<file path="src/rtl/watch_ctrl.sv">
// Stopwatch sequencing controller: debounces two buttons, runs IDLE/RUN/PAUSE/LAP, gates 1 s ticks, drives the display.
// Latency: button edge -> event DEBOUNCE_CYCLES+3 cycles, state one more edge; cnt_en/cnt_clr/disp are registered (1 cycle).
// Backpressure: none; all inputs are sampled every cycle. Optional macro WATCH_SATURATE_EN enables stop-at-all-ones.
module watch_ctrl #(
  parameter int DEBOUNCE_CYCLES = 1000000,
  parameter int COUNT_W         = 8
) (
  input  logic               clk,
  input  logic               rst,
  input  logic               btn_ss,
  input  logic               btn_lr,
  input  logic               pulse_1s,
  input  logic [COUNT_W-1:0] count,
  output logic               cnt_en,
  output logic               cnt_clr,
  output logic [COUNT_W-1:0] disp,
  output logic [1:0]         state,
  output logic               sat
);

  typedef enum logic [1:0] {
    IDLE  = 2'd0,
    RUN   = 2'd1,
    PAUSE = 2'd2,
    LAP   = 2'd3
  } state_t;

  // Debounce counter must hold values up to DEBOUNCE_CYCLES-1.
  localparam int DCW = (DEBOUNCE_CYCLES > 1) ? $clog2(DEBOUNCE_CYCLES + 1) : 1;
  localparam logic [DCW-1:0] DMAX = DCW'(DEBOUNCE_CYCLES - 1);

  // Bit 0 is start/stop, bit 1 is lap/reset.
  logic [1:0]         raw;
  logic [1:0]         sync1;
  logic [1:0]         sync2;
  logic [1:0]         deb;
  logic [1:0]         deb_q;
  logic [1:0]         ev;
  logic [DCW-1:0]     dcnt [2];

  logic               ev_ss;
  logic               ev_lr;

  state_t             st_q;
  state_t             st_d;
  logic               en_d;
  logic               clr_d;
  logic               lap_ld;
  logic               sat_set;
  logic               sat_q;
  logic               ss_ok;
  logic [COUNT_W-1:0] lap_reg;

  assign raw   = {btn_lr, btn_ss};
  assign ev_ss = ev[0];
  assign ev_lr = ev[1];
  assign state = st_q;
  assign sat   = sat_q;

  // Synchronize, debounce and rising-edge detect both buttons.
  always_ff @(posedge clk or posedge rst) begin
    if (rst) begin
      sync1 <= '0;
      sync2 <= '0;
      deb   <= '0;
      deb_q <= '0;
      ev    <= '0;
      for (int i = 0; i < 2; i++) begin
        dcnt[i] <= '0;
      end
    end else begin
      sync1 <= raw;
      sync2 <= sync1;
      deb_q <= deb;
      // Only a press (0->1 of the filtered level) is an event; release is silent.
      ev    <= deb & ~deb_q;
      for (int i = 0; i < 2; i++) begin
        if (sync2[i] != deb[i]) begin
          if (dcnt[i] == DMAX) begin
            deb[i]  <= sync2[i];
            dcnt[i] <= '0;
          end else begin
            dcnt[i] <= dcnt[i] + DCW'(1);
          end
        end else begin
          dcnt[i] <= '0;
        end
      end
    end
  end

  // Next-state, enable, clear and lap-capture decode.
  always_comb begin
    st_d    = st_q;
    clr_d   = 1'b0;
    lap_ld  = 1'b0;
    sat_set = 1'b0;
    // Enable follows the pre-transition state so a tick on the leaving edge still counts.
    en_d    = ((st_q == RUN) || (st_q == LAP)) && pulse_1s;
    // A saturated, paused watch only leaves through lap/reset.
    ss_ok   = ev_ss && !sat_q;

    case (st_q)
      IDLE: begin
        if (ss_ok) begin
          st_d = RUN;
        end else if (ev_lr) begin
          clr_d = 1'b1;
        end
      end
      RUN: begin
        if (ss_ok) begin
          st_d = PAUSE;
        end else if (ev_lr) begin
          st_d   = LAP;
          lap_ld = 1'b1;
        end
      end
      LAP: begin
        if (ss_ok) begin
          st_d = PAUSE;
        end else if (ev_lr) begin
          st_d = RUN;
        end
      end
      PAUSE: begin
        if (ss_ok) begin
          st_d = RUN;
        end else if (ev_lr) begin
          st_d  = IDLE;
          clr_d = 1'b1;
        end
      end
      default: begin
        st_d = IDLE;
      end
    endcase

`ifdef WATCH_SATURATE_EN
    // Counter at all-ones while running: stop counting and park in PAUSE.
    if (((st_q == RUN) || (st_q == LAP)) && (count == {COUNT_W{1'b1}})) begin
      en_d    = 1'b0;
      st_d    = PAUSE;
      lap_ld  = 1'b0;
      sat_set = 1'b1;
    end
`endif

    // The clear cycle never carries an increment.
    if (clr_d) begin
      en_d = 1'b0;
    end
  end

  // State, counter strobes, lap register and display registers.
  always_ff @(posedge clk or posedge rst) begin
    if (rst) begin
      st_q    <= IDLE;
      cnt_en  <= 1'b0;
      cnt_clr <= 1'b0;
      disp    <= '0;
      lap_reg <= '0;
    end else begin
      st_q    <= st_d;
      cnt_en  <= en_d;
      cnt_clr <= clr_d;
      disp    <= (st_q == LAP) ? lap_reg : count;
      if (lap_ld) begin
        lap_reg <= count;
      end
    end
  end

`ifdef WATCH_SATURATE_EN
  // Saturation flag: set on reaching all-ones, cleared together with the counter.
  always_ff @(posedge clk or posedge rst) begin
    if (rst) begin
      sat_q <= 1'b0;
    end else if (clr_d) begin
      sat_q <= 1'b0;
    end else if (sat_set) begin
      sat_q <= 1'b1;
    end
  end
`else
  assign sat_q = 1'b0;
`endif

endmodule

</file>
<file path="config.mk">
export PLATFORM = sky130hd
export DESIGN_NAME = watch_ctrl
export DESIGN_NICKNAME = d
export VERILOG_FILES = /design/src/rtl/watch_ctrl.sv
export SDC_FILE = /design/constraint.sdc
export NUM_CORES = 1
export LEC_CHECK = 0
export BUFFER_PORTS_ARGS = -buffer_cell sky130_fd_sc_hd__buf_4
export CAP_MARGIN = 0
export CORE_MARGIN = 2
export CORE_UTILIZATION = 63
export CTS_CLUSTER_SIZE = 40
export DETAILED_ROUTE_END_ITERATION = 10
export GPL_TIMING_DRIVEN = 0
export HOLD_SLACK_MARGIN = 0.1
export PLACE_DENSITY = 0.84
export SETUP_SLACK_MARGIN = 0.5
export SLEW_MARGIN = 25
export SYNTH_ARGS = -nofsm -noshare
export SYNTH_HDL_FRONTEND = slang
export SYNTH_SLANG_ARGS = --single-unit
</file>
<file path="constraint.sdc">
create_clock -name clk -period 3.99 [get_ports clk]
set_clock_uncertainty 0.1 [all_clocks]
set_input_delay 0.798 -clock clk [delete_from_list [all_inputs] [get_ports clk]]
set_output_delay 0.798 -clock clk [all_outputs]
set_load 0.02 [all_outputs]
</file>
======== Word-level counts from Yosys, hierarchy flattened ========
Cells that the tools add are included.
operators by class
  $add $sub $neg .......................... 2
  multiply operators ...................... 0
  div/mod/pow operators ................... 0
  $lt $le $gt $ge ......................... 0
  equality and inequality tests ........... 11
  shift operators ......................... 0
  muxes and demuxes ....................... 18
  bitwise gates (word level) .............. 2
  reductions and logical operators ........ 7
operators with widths
  cell                                                              number
  20-bit 2-to-1 mux                                                 4
  20-bit by 1-bit adder with 20-bit output (second input constant)  2
  20-bit == test (second input constant)                            2
  2-bit 2-to-1 mux                                                  7
  3-bit inequality test (second input constant)                     3
  8-bit 2-to-1 mux                                                  1
  2-bit case mux with 4 select lines                                1
  1-bit 2-to-1 mux                                                  5
  2-bit == test (second input constant)                             2
  2-bit AND reduction                                               2
  4-bit AND reduction                                               1
  2-bit AND                                                         1
  2-bit by 1-bit == test with 1-bit output (second input constant)  1
  2-bit logical NOT                                                 1
  1-bit inequality test                                             2
  2-bit inequality test (second input constant)                     1
  2-bit NOT                                                         1
  2-bit OR reduction                                                1
  1-bit logical AND                                                 1
  1-bit logical OR                                                  1
storage, ports and cells
  bits in registers ....................... 70
  latch bits .............................. 0
  memory bits (writable) .................. 0
  bits in read-only memories .............. 0
  input port bits ......................... 13
  output and inout bits ................... 13
  logic and storage cells ................. 53
  memories kept ........................... 0

======== Depth between registers and ports, before layout ========
  depth in word-level cells ............... 4
  mapped depth ............................ 6
  gate-level depth less buffers ........... 5

======== Worst setup path before layout ========
OpenSTA, ideal clock, no wires.
  path type ............................... register -> register
  start ................................... register dcnt[12] (netlist name)
  end ..................................... register deb[1]
  setup time .............................. 0.128 ns
  data arrival time ....................... 1.938 ns
  data required time ...................... 3.762 ns
  slack ................................... 1.824 ns
  stages on the path, launching flop included .. 5
  buffers on the path ..................... 0
  period minus slack after synthesis ...... 2.166 ns
  path through ............................ dfrtp_1 or4b_1 or4_4 nor2_1 mux2_1
between the ends
  longest elaborated chain between the ends .. 2
ends and longest elaborated chain
  item                              line  text
  start: declaration                39    logic [DCW-1:0] dcnt [2];
  start signal: indexed assignment  83    dcnt[i] <= dcnt[i] + DCW'(1);
  20-bit == test                    79    if (dcnt[i] == DMAX) begin
  2-bit AND reduction (no line)     --
  end signal: indexed assignment    80    deb[i] <= sync2[i];
  end: declaration                  36    logic [1:0] deb;
Every way passes these cells.
A chain may end at the register's enable or synchronous reset.

======== Worst setup path in the final report ========
  start ................................... register dcnt[0] (netlist name)
  end ..................................... register deb[1]
Same word-level chain as after synthesis.

==> flow_summary.toml <==
[pwr]
p_per_area_nw_per_um2 = 381
seqPwrFrac_pct = 54.4
clkPwrFrac_pct = 40.9
power.internal_mw = 1.05
power.total_mw = 1.34
vdd_drop_max_v = 0.000220
power.leakage_nw = 1.53
swShare_pct = 21.7
pwr-share-comb_pct = 4.6
power.switching_mw = 0.291

[cells_and_area]
syn2layout_area_growth_pct = 15.0
diodes = 0
fin_util_pct = 74.9
final_cells = 361
design_area_um2 = 3510
final_layout_size_suffix_gt1_share_pct = 21.2
fin_nets = 318
largest_reg_flops = 40

[floorplanning]
die_x_um = 73.6
dieArea_um2 = 5420
fp-row-count = 25
start_util_pct = 65.1
coreArea_um2 = 4690
die_h_um = 73.6
boundaryPins = 26

[yosys]
synthMostInstantiatedCell = "dfrtp_1"
synth_ff_type = "dfrtp_1"
synth_top_area_share_pct = 57.4
syn_nets = 282
yosysWarnings = 0
netlist_instances = 267
ys_seq_area_share_pct = 57.4
yosys-top-cells-area = "dfrtp_1, xnor2_1, mux2_2"
avgSynthCellArea_um2 = 11.4
synth_edf_count = 0
synth_common_cells = "dfrtp_1, nor2_1, xnor2_1, mux2_2, nand3_1"
ys_seq_elements = 70
yosysTopAreaCell = "dfrtp_1"
synth_cell_types = 37
async_flop_share_pct = 100
synthesis.area_um2 = 3050

[critical_path]
ff2ff_path_depth = 5
crit_family = "simple AND/OR/NAND/NOR gates"
crit_required_ns = 4.11
timing.rr.start = "dcnt[0]"
cp.arrival_ns = 2.44
cp-start-kind = "flop"
critPathLaunch = "dcnt[0]"
endpoint_kind = "flop"
crit_slowest_cell = "or4_4"
worst-r2r-setup-slack_ns = 1.67
path_buf_inv = 0
cp_max_fo = 8
critPathKind = "flop to flop"
cp.depth = 5
cpPeakStageDelay_ns = 0.65
worstPathCellList = "ha_1, nand3_1, or4_4, nor2_1, mux2_1"

[placed_design]
dp_slack_ns = 1.67
place_hpwl_um = 3620
io_buffers = 24
place_congestion = 0.815
place_area_um2 = 3320
dp.cells = 346

[grt]
grt_max_degree = 45
grtUsageTotal_pct = 21.9
antenna_found_initial = 0
grt_pass1_vias = 2008
grt-ovfl-total = 0
grt_pass1_wl_um = 8870

[clock_tree]
clk_pin_slew_ns = 0.08
clockRootBuffer = "clkbuf_8"
clkLatencyLatePin_ns = 0.34
cts_hold_buffers = 0
cts_tree = "yes"
cts_buffers = 9
htree_levels = 3
post_cts_resized = 0
post_cts_buffers = 0
cts.sinks = 70
max-clock-path-buffers = 2

[min_path]
min_from = "sync1[0]"
hold_depth = 0
hold_path_class = "flop to flop"

[drt]
drc_errors = 0
ant_nets = 0
firstDrtPassIters = 4
vias_per_cell = 5.76
route.vias.total = 2078
wl_per_cell_um = 14.6
drtIter0Drc = 159
drt_wl_total_um = 5270

[sta]
slew_viol_final = 0
worst_pin_slew_ns = 0.678
worst_slack_ns = 1.67
fin_setup_tns_ns = 0
min_period_ns = 2.32
rsz0062_at_grt = "false"
finalSetupViolations = 0
whs_ns = 0.243
final.period_utilization_pct = 58.1
slew_headroom_pct = 54.4
clock.fmax_ghz = 0.431
finalHoldViolations = 0

[job]
cap_viol_max_count = 0

[status]
status = "finished clean"
## per-layer routing
metal  vias up  global-route usage, %  part of all wire, %
met5         -                      0                    0
met4         0                   9.70                  1.9
met3        10                   5.90                  5.3
met2        62                   35.4                   50
met1      1006                   27.7                   43
li1       1000                      -                    -
## layout by cell type (no fill, tap or decap), types with 3 or more instances in the layout
cell type	n
a21oi_1	4
buf_4	25
clkbuf_8	10
dfrtp_1	70
inv_1	8
mux2_2	17
mux2i_1	3
nand2_1	11
nand3_1	12
nand4_1	10
nor2_1	42
nor2b_1	3
nor3_1	10
nor4_1	9
o21ai_0	5
xnor2_1	24
xor2_1	9
## logic make-up (layout without fill, tap and decap cells)
family          Yosys count  count (layout)  share of synthesized area, %
simple gates            115             115                          19.6
xor+xnor                 33              33                          9.47
flops                    70              70                          57.4
compound gates           12              12                          2.99
mux                      21              21                          7.62
other cells               1               1                         0.123
fa+ha+maj                 2               2                         0.820
buf+inv                  13              53                          2.01
## cell type report
cell class | instances | area (µm²)
plain buffers | 4 | 27.5
clock buffers | 11 | 141
clock inverters | 4 | 47.5
fillers | 300 | 1180
inverters | 9 | 36.3
multi-input cells | 184 | 1240
flip-flops and latches | 70 | 1750
well taps | 54 | 67.6
repair buffers | 25 | 200
## worst register-to-register path, delay by kind of cell (launching register included)
| family | cells | cell delay (ns) |
|---|---|---|
| and+or+nand+nor | 3 | 1.16 |
| DFF | 1 | 0.40 |
| muxes | 1 | 0.35 |
| adders and majority gates | 1 | 0.20 |
## power by group through the flow
stage | logic, mW | registers [mW] | clock network [mW]
after CTS | 0.0635 | 0.728 | 0.556
after global routing | 0.0692 | 0.729 | 0.587
final | 0.0618 | 0.728 | 0.547
after global placement | 0.0589 | 0.741 | 0
after detailed placement | 0.0631 | 0.741 | 0
after floorplan | 0.0311 | 0.745 | 0
## worst paths after layout
kind | endpoint
max | deb[1]
max reg2reg | deb[1]
min in group asynchronous | cnt_en
min | sync2[0]
min reg2reg | sync2[0]
max in group asynchronous | dcnt[31]
Power figures use the tool's default switching activity.
